--- config.mk ---
export PLATFORM = sky130hd
export DESIGN_NAME = rc4_encrypt_fsm
export DESIGN_NICKNAME = d
export VERILOG_FILES = /design/src/rtl/rc4_pkg.sv /design/src/rtl/rc4_prga_core.sv /design/src/rtl/rc4_encrypt_fsm.sv
export SDC_FILE = /design/constraint.sdc
export NUM_CORES = 1
export LEC_CHECK = 0
export CORE_MARGIN = 3
export CORE_UTILIZATION = 45
export CTS_BUF_LIST = sky130_fd_sc_hd__clkbuf_8
export DETAILED_ROUTE_END_ITERATION = 10
export PLACE_DENSITY_LB_ADDON = 0.25
export SLEW_MARGIN = 10
export SYNTH_ARGS = -nofsm -noshare
export SYNTH_HDL_FRONTEND = slang
export SYNTH_SLANG_ARGS = --single-unit
--- constraint.sdc ---
create_clock -name clock -period 5.35 [get_ports clock]
set_clock_uncertainty 0.05 [all_clocks]
set_input_delay 1.605 -clock clock [delete_from_list [all_inputs] [get_ports clock]]
set_output_delay 1.605 -clock clock [all_outputs]
set_load 0.02 [all_outputs]
--- src/rtl/rc4_pkg.sv ---
// Shared RC4 types, state encodings and character constants for the encrypt and decode FSMs.
package rc4_pkg;

    localparam int S_SIZE = 256;

    typedef logic [7:0] rc4_byte_t;

    localparam rc4_byte_t CHAR_SPACE = 8'h20;
    localparam rc4_byte_t CHAR_A_LO  = 8'h61;
    localparam rc4_byte_t CHAR_Z_LO  = 8'h7A;

    typedef logic [4:0] rc4_state_t;

    // One PRGA byte walks ST_INC_I..ST_INC_K, sixteen states in order
    localparam rc4_state_t ST_IDLE   = 5'd0;
    localparam rc4_state_t ST_INC_I  = 5'd1;
    localparam rc4_state_t ST_RD_SI  = 5'd2;
    localparam rc4_state_t ST_CAP_SI = 5'd3;
    localparam rc4_state_t ST_ADD_J  = 5'd4;
    localparam rc4_state_t ST_RD_SJ  = 5'd5;
    localparam rc4_state_t ST_CAP_SJ = 5'd6;
    localparam rc4_state_t ST_WR_J   = 5'd7;
    localparam rc4_state_t ST_WR_I   = 5'd8;
    localparam rc4_state_t ST_ADD_F  = 5'd9;
    localparam rc4_state_t ST_RD_F   = 5'd10;
    localparam rc4_state_t ST_CAP_F  = 5'd11;
    localparam rc4_state_t ST_RD_PT  = 5'd12;
    localparam rc4_state_t ST_CAP_PT = 5'd13;
    localparam rc4_state_t ST_XOR    = 5'd14;
    localparam rc4_state_t ST_WR_CT  = 5'd15;
    localparam rc4_state_t ST_INC_K  = 5'd16;
    localparam rc4_state_t ST_DONE   = 5'd17;
    localparam rc4_state_t ST_ERROR  = 5'd18;

    function automatic logic is_text_char(input rc4_byte_t b);
        return ((b >= CHAR_A_LO) && (b <= CHAR_Z_LO)) || (b == CHAR_SPACE);
    endfunction

endpackage

--- src/rtl/rc4_prga_core.sv ---
// RC4 PRGA datapath: i/j/idx registers, captured S[i]/S[j], and the S RAM address/data mux.
module rc4_prga_core
    import rc4_pkg::*;
(
    input  logic       clock,
    input  logic       reset_n,
    input  logic [4:0] state,
    input  logic       clear,
    input  logic [7:0] s_data_in,
    output logic [7:0] s_address,
    output logic [7:0] s_data_out,
    output logic       s_write_en
);

    rc4_byte_t i_reg, j_reg, idx_reg, si_reg, sj_reg;

    always_ff @(posedge clock or negedge reset_n) begin
        if (!reset_n) begin
            i_reg   <= '0;
            j_reg   <= '0;
            idx_reg <= '0;
            si_reg  <= '0;
            sj_reg  <= '0;
        end else if (clear) begin
            i_reg <= '0;
            j_reg <= '0;
        end else begin
            case (state)
                ST_INC_I:  i_reg   <= i_reg + 8'd1;
                ST_CAP_SI: si_reg  <= s_data_in;
                ST_ADD_J:  j_reg   <= j_reg + si_reg;
                ST_CAP_SJ: sj_reg  <= s_data_in;
                ST_ADD_F:  idx_reg <= si_reg + sj_reg;
                default: ;
            endcase
        end
    end

    // Address is held through both the read and capture cycles of each access
    always_comb begin
        s_address  = '0;
        s_data_out = '0;
        s_write_en = 1'b0;
        case (state)
            ST_RD_SI, ST_CAP_SI: s_address = i_reg;
            ST_RD_SJ, ST_CAP_SJ: s_address = j_reg;
            ST_RD_F,  ST_CAP_F:  s_address = idx_reg;
            ST_WR_J: begin
                s_address  = j_reg;
                s_data_out = si_reg;
                s_write_en = 1'b1;
            end
            ST_WR_I: begin
                s_address  = i_reg;
                s_data_out = sj_reg;
                s_write_en = 1'b1;
            end
            default: ;
        endcase
    end

endmodule

--- src/rtl/rc4_encrypt_fsm.sv ---
// RC4 PRGA encryptor: plaintext memory in, ciphertext RAM out, 16 cycles per byte.
// Define RC4_PT_CHECK_EN to reject bytes outside lowercase a-z and space.
module rc4_encrypt_fsm
    import rc4_pkg::*;
#(
    parameter int MSG_LEN = 32,
    parameter int K_W     = $clog2(MSG_LEN) + 1
) (
    input  logic       clock,
    input  logic       reset_n,
    input  logic       start,
    output logic [7:0] s_address,
    input  logic [7:0] s_data_in,
    output logic [7:0] s_data_out,
    output logic       s_write_en,
    output logic [7:0] pt_address,
    input  logic [7:0] pt_data,
    output logic [7:0] ct_address,
    output logic [7:0] ct_data,
    output logic       ct_write_en,
    output logic       done,
    output logic       bad_char
);

    rc4_state_t     state_reg, state_next;
    logic [K_W-1:0] k_reg;
    rc4_byte_t      f_reg, p_reg, ct_reg;
    logic           start_accept;
    logic           last_byte;

    assign start_accept = (state_reg == ST_IDLE) && start;
    assign last_byte    = (k_reg == K_W'(MSG_LEN - 1));

    always_comb begin
        state_next = state_reg;
        case (state_reg)
            ST_IDLE:   if (start) state_next = ST_INC_I;
            ST_INC_I:  state_next = ST_RD_SI;
            ST_RD_SI:  state_next = ST_CAP_SI;
            ST_CAP_SI: state_next = ST_ADD_J;
            ST_ADD_J:  state_next = ST_RD_SJ;
            ST_RD_SJ:  state_next = ST_CAP_SJ;
            ST_CAP_SJ: state_next = ST_WR_J;
            ST_WR_J:   state_next = ST_WR_I;
            ST_WR_I:   state_next = ST_ADD_F;
            ST_ADD_F:  state_next = ST_RD_F;
            ST_RD_F:   state_next = ST_CAP_F;
            ST_CAP_F:  state_next = ST_RD_PT;
            ST_RD_PT:  state_next = ST_CAP_PT;
            ST_CAP_PT: state_next = ST_XOR;
`ifdef RC4_PT_CHECK_EN
            ST_XOR:    state_next = is_text_char(p_reg) ? ST_WR_CT : ST_ERROR;
            ST_ERROR:  if (!start) state_next = ST_IDLE;
`else
            ST_XOR:    state_next = ST_WR_CT;
`endif
            ST_WR_CT:  state_next = ST_INC_K;
            ST_INC_K:  state_next = last_byte ? ST_DONE : ST_INC_I;
            ST_DONE:   if (!start) state_next = ST_IDLE;
            default:   state_next = ST_IDLE;
        endcase
    end

    always_ff @(posedge clock or negedge reset_n) begin
        if (!reset_n) begin
            state_reg <= ST_IDLE;
            k_reg     <= '0;
            f_reg     <= '0;
            p_reg     <= '0;
            ct_reg    <= '0;
        end else begin
            state_reg <= state_next;
            if (start_accept)
                k_reg <= '0;
            else if (state_reg == ST_INC_K)
                k_reg <= k_reg + 1'b1;
            if (state_reg == ST_CAP_F)  f_reg  <= s_data_in;
            if (state_reg == ST_CAP_PT) p_reg  <= pt_data;
            if (state_reg == ST_XOR)    ct_reg <= f_reg ^ p_reg;
        end
    end

    rc4_prga_core u_core (
        .clock      (clock),
        .reset_n    (reset_n),
        .state      (state_reg),
        .clear      (start_accept),
        .s_data_in  (s_data_in),
        .s_address  (s_address),
        .s_data_out (s_data_out),
        .s_write_en (s_write_en)
    );

    assign pt_address  = 8'(k_reg);
    assign ct_address  = 8'(k_reg);
    assign ct_data     = ct_reg;
    assign ct_write_en = (state_reg == ST_WR_CT);
    assign done        = (state_reg == ST_DONE);
`ifdef RC4_PT_CHECK_EN
    assign bad_char    = (state_reg == ST_ERROR);
`else
    assign bad_char    = 1'b0;
`endif

endmodule

==> After elaboration in Yosys (flattened, before gate mapping) <==
Cells that the tools add are included.
{ "word_totals": {"ff_bits": 75, "latchBits": 0, "mem_bits_rw": 0, "rom_bits": 0, "inputBits": 19, "n_memories": 0} }
{ "classes": {"add_sub_neg": 4, "mul": 0, "div": 0, "magnitude_cmp": 0, "n_eq_ne": 20, "n_shift": 0, "mux": 13, "n_bitwise": 2, "reduce_logical": 13} }
{ "ops": {"columns": ["cell", "n"], "rows": [
  ["$pmux 5 s18", 1],
  ["$eq 5x4->1 const B", 8],
  ["$mux 8", 4],
  ["$pmux 8 s3", 1],
  ["$eq 5x3->1 const B", 4],
  ["$add 8x8->8", 2],
  ["$pmux 8 s2", 1],
  ["$mux 5", 3],
  ["$mux 6", 2],
  ["$eq 5x2->1 const B", 2],
  ["$eq 5x5->1 const B", 2],
  ["$add 8x1->8 const B", 1],
  ["$reduce_and 2->1", 4],
  ["$xor 8x8->8", 1],
  ["$add 6x1->6 const B", 1],
  ["$eq 6x5->1 const B", 1],
  ["$reduce_bool 2->1", 3],
  ["$reduce_or 3->1", 2],
  ["$eq 5x1->1 const B", 1],
  ["$logic_not 5->1", 1],
  ["$ne 2x2->1 const B", 2],
  ["$reduce_or 2->1", 2],
  ["$logic_and 1x1->1", 1],
  ["$mux 1", 1],
  ["$not 1->1", 1]
]} }

==> Longest topological paths before layout <==
{ "logic_depth": {"ltp_word": 4, "mapped_depth": 8} }

==> By module <==
From an unflattened synthesis, not the netlist that was laid out.
{ "hier_totals": {"hier_cells": 372, "area_unflattened_um2": 4201.5} }
{ "by_module_without_submodules": {"columns": ["mod", "n_inst", "cells_per_inst", "area_each_um2", "seq_area_each_um2"], "rows": [
  ["rc4_prga_core", 1, 235, 2518.7, 1001.0],
  ["rc4_encrypt_fsm", 1, 137, 1682.9, 875.8]
]} }

==> Least setup slack after synthesis <==
Ideal clock, no wire load.
{ "synth_timing": {"kind": "register -> output", "startpoint": "reg state_reg[1]", "endpoint": "out s_address[0]", "t_arrival_ps": 1432, "t_required_ps": 3695, "setup_slack_ps": 2263, "path_stages_with_launch": 7, "n_path_buf": 1, "cell_sequence": "dfrtp_1 -> buf_2 -> nor2_2 -> mux2i_1 -> nor3_2 -> a222oi_1 -> inv_1"} }
{ "synth_via": {"elab_chain_cells": 3, "word_cells_on_any_way": 12, "classes_between": "8 x eq/ne; 1 x mux; 3 x reduce/logical"} }
{ "synth_lines": {"columns": ["item", "line", "source"], "rows": [
  ["from (decl)", "rc4_encrypt_fsm.sv:25", "rc4_state_t state_reg, state_next;"],
  ["from (signal assigned)", "rc4_encrypt_fsm.sv:72", "state_reg <= state_next;"],
  ["$eq 5x2->1, or another cell as far along", "rc4_prga_core.sv:44", "case (state)"],
  ["$reduce_or 3->1 (no line) or $reduce_or 2->1 (tied branches)", null, null],
  ["$pmux 8 s3 (*)", "rc4_prga_core.sv:44", null],
  ["to (decl)", "rc4_encrypt_fsm.sv:12", "output logic [7:0] s_address,"]
]} }
Mark *: on every way between the ends. The rest lies on a longest branch, timed or not.

==> Worst setup path in the final report <==
{ "layout_timing": {"startpoint": "reg state_reg[1]", "endpoint": "out s_data_out[7]"} }
{ "layout_via": {"elab_chain_cells": 2, "word_cells_on_any_way": 3, "classes_between": "2 x eq/ne; 1 x mux"} }
{ "layout_lines": {"columns": ["item", "line", "source"], "rows": [
  ["$eq 5x4->1 or $eq 5x3->1 (tied branches)", "rc4_prga_core.sv:44", null],
  ["$pmux 8 s2 (*)", "rc4_prga_core.sv:44", null],
  ["to (decl)", "rc4_encrypt_fsm.sv:14", "output logic [7:0] s_data_out,"]
]} }
Marks and branches as above.

==> results by group <==
Clock network
  – CTS buffer count: 9
  – H-tree depth: 3
  – Cts hold-fix bufs: 0
  – Clock Latency Late Sink: 360 ps
  – Post-CTS setup buffers: 0
  – Post-CTS sizing: 0
  – TritonCTS clock tree: built
  – Reg clk slew, reported paths: 90 ps
  – CTS root buffer: clkbuf_8
  – # clock sinks: 75
  – Clock Tree Buf Depth: 2

Synth
  – Main synth FF type: dfrtp_1
  – FF+latch count, synth: 75
  – Top cell type's share of synthesized area: 0.466
  – Mean Syn Cell Area: 10.7 um2
  – Synth cell types: 50
  – EDFF count, synth: 0
  – Yosys warning total: 0
  – Sequential cell area fraction in the yosys report: 0.466
  – Post-Syn Area: 4030 um2
  – Synth top area cells: dfrtp_1, mux2_2, ha_1
  – Cell taking the most area after synthesis: dfrtp_1
  – Asr flop ratio synth: 1.00
  – Mapped Cells: 376

Cells and area
  – N_diodes: 0
  – Layout cells sized above 1: 0.145
  – Fin nets: 465
  – Final Non-Filler Cells: 538
  – Most frequent cells in the layout: dfrtp_1, clkdlybuf4s50_1, mux2_2
  – Final Cell Area: 4790 um2
  – Synthesis-to-layout area growth: 19.0%
  – Filler Cell Count: 717
  – Commonest non-fill, non-tap cell in the layout: dfrtp_1

Placement
  – Dpl cells: 522
  – Cell area after placement: 4600 um2
  – Setup WS pre-CTS: 1400 ps
  – IO Port Bufs: 57
  – RePlAce Congestion: 0.850
  – DP HPWL: 6.38 mm

Drt
  – Post-DRT Antenna Nets: 0
  – DR pass1 iterations: 4
  – Iter 0 DRT Violations: 177
  – Vias: 2,965
  – Remaining DRCs: 0
  – Vias/cell: 5.51
  – Drt wl/cell: 16.4 um
  – Routed Wire Length: 8.81 mm

Global routing
  – Antenna violations before repair: 0
  – GRT overflow: 0
  – First-pass GRT wire length: 14.7 mm
  – Maximum number of pins on one net before global-route repair: 76
  – Vias in the first global route: 2,929
  – Total GRT Usage: 0.187

Power and ir drop
  – Gate power share: 0.496
  – Leakage power: 2.07 nW
  – Power share of the clock group: 0.137
  – Psw: 1.33 mW
  – Power, Total: 3.11 mW
  – Cell-internal power: 1.78 mW
  – Switching part of the total: 0.428
  – VDD IR-drop max: 0.290 mV
  – Sequential Power Share: 0.368
  – PD cells: 649 nW/um2

STA
  – Setup ws final: 962 ps
  – Final Hold Violating Endpoints: 0
  – Slew HR: 0.380
  – Post-route clock period utilization: 0.820
  – Slew Viols, Final: 0
  – Post-layout min period: 4390 ps
  – Sum Neg Setup Slack: 0 ps
  – Endpoints failing setup: 0
  – Least-Margin Pin Slew: 930 ps
  – RSZ-0062 raised after global routing: no
  – Max Fclk: 0.228 GHz

Worst setup path
  – CP Capture Type: primary output
  – Worst Setup SP: state_reg[1]
  – Reg2reg start: u_core.si_reg[0]
  – Critical Path RT: 3700 ps
  – Crit Path Category: reg2out
  – Reg2reg path depth: 7
  – Crit-path max FO: 11
  – WP data arrival: 2730 ps
  – Startpoint Class: flop

Die
  – Initial core utilization: 0.476
  – Row count: 33
  – Die H: 101 um
  – Num ports: 63
  – Chip width: 101 um
  – DIE AREA: 10,100 um2
  – Core ar.: 8460 um2

Job
  – Max cap viols: 0

Status
  – Run status: finished, final reports clean

Min path
  – Worst hold-check path type: reg2reg
  – Hold depth: 1
  – Min-delay src: u_core.j_reg[7]
==> cell usage after synthesis (5+ instances only) <==
| cell type | n |
|---|---|
| nor2_1 | 30 |
| nand2b_1 | 6 |
| ha_1 | 16 |
| mux2_2 | 32 |
| nor2_2 | 6 |
| buf_4 | 11 |
| inv_1 | 14 |
| a22o_1 | 10 |
| buf_2 | 6 |
| a21oi_1 | 15 |
| nand4_1 | 5 |
| a222oi_1 | 8 |
| nand3_1 | 6 |
| nor3_1 | 5 |
| xor2_1 | 11 |
| o21ai_0 | 23 |
| nand2_1 | 26 |
| dfrtp_1 | 75 |
| xnor2_1 | 14 |
==> per-layer routing <==
| layer | global-route usage | wire length (um) |
|---|---|---|
| met1 | 0.262 | 4180 |
| met2 | 0.286 | 3970 |
| met3 | 0.0436 | 476 |
| met4 | 0.0611 | 182 |
| met5 | 0 | 0 |
==> power by group through the flow <==
stage	logic [mW]	registers, mW	clock network (mW)
6_report	1.54	1.14	0.425
3_5_place_dp	1.54	1.15	0
4_1_cts	1.55	1.14	0.436
2_1_floorplan	1.13	1.08	0
3_3_place_gp	1.50	1.14	0
5_1_grt	1.71	1.19	0.460
==> worst max-delay path, stage by stage (launching register included) <==
cell and delay [ps]:
dfrtp_1 600, nand2_1 240, nor2_1 680, a22o_1 250, clkdlybuf4s50_1 610
==> cell type report <==
type / count / area, um2 / share of cell area
Clock buffer: 9 / 124 / 0.0259
Clock inverter: 7 / 65.1 / 0.0136
Inverter: 14 / 52.6 / 0.0110
Multi-Input combinational cell: 271 / 1970 / 0.412
Sequential cell: 75 / 1880 / 0.392
Tap cell: 105 / 131 / 0.0274
Timing Repair Buffer: 57 / 568 / 0.119
==> worst paths after layout <==
check	to	slack, ps
worst max-delay path	s_data_out[7]	960
worst min-delay path	u_core.j_reg[7]	440
worst max register to register	u_core.idx_reg[6]	3140
worst min register to register	u_core.j_reg[7]	440
max in group asynchronous	u_core.j_reg[4]	3300
min in group asynchronous	k_reg[3]	1300
==> per-stage QoR <==
| stage | hold WS, ps | utilization |
|---|---|---|
| after floorplan | 399 | - |
| after global placement | 419 | 0.544 |
| after detailed placement | 432 | 0.544 |
| after CTS | 445 | 0.566 |
| after global routing | 485 | 0.566 |
| final | 442 | 0.566 |
==> logic make-up after synthesis <==
family          after synthesis  share of synthesized area
compound gates               81                      0.133
xor+xnor                     25                     0.0544
fa+ha+maj                    18                     0.0597
buf+inv                      34                     0.0476
flops                        75                      0.466
mux                          37                      0.102
other cells                   1                   0.000932
simple gates                105                      0.136
No activity file was read; power rests on OpenSTA's default activity.
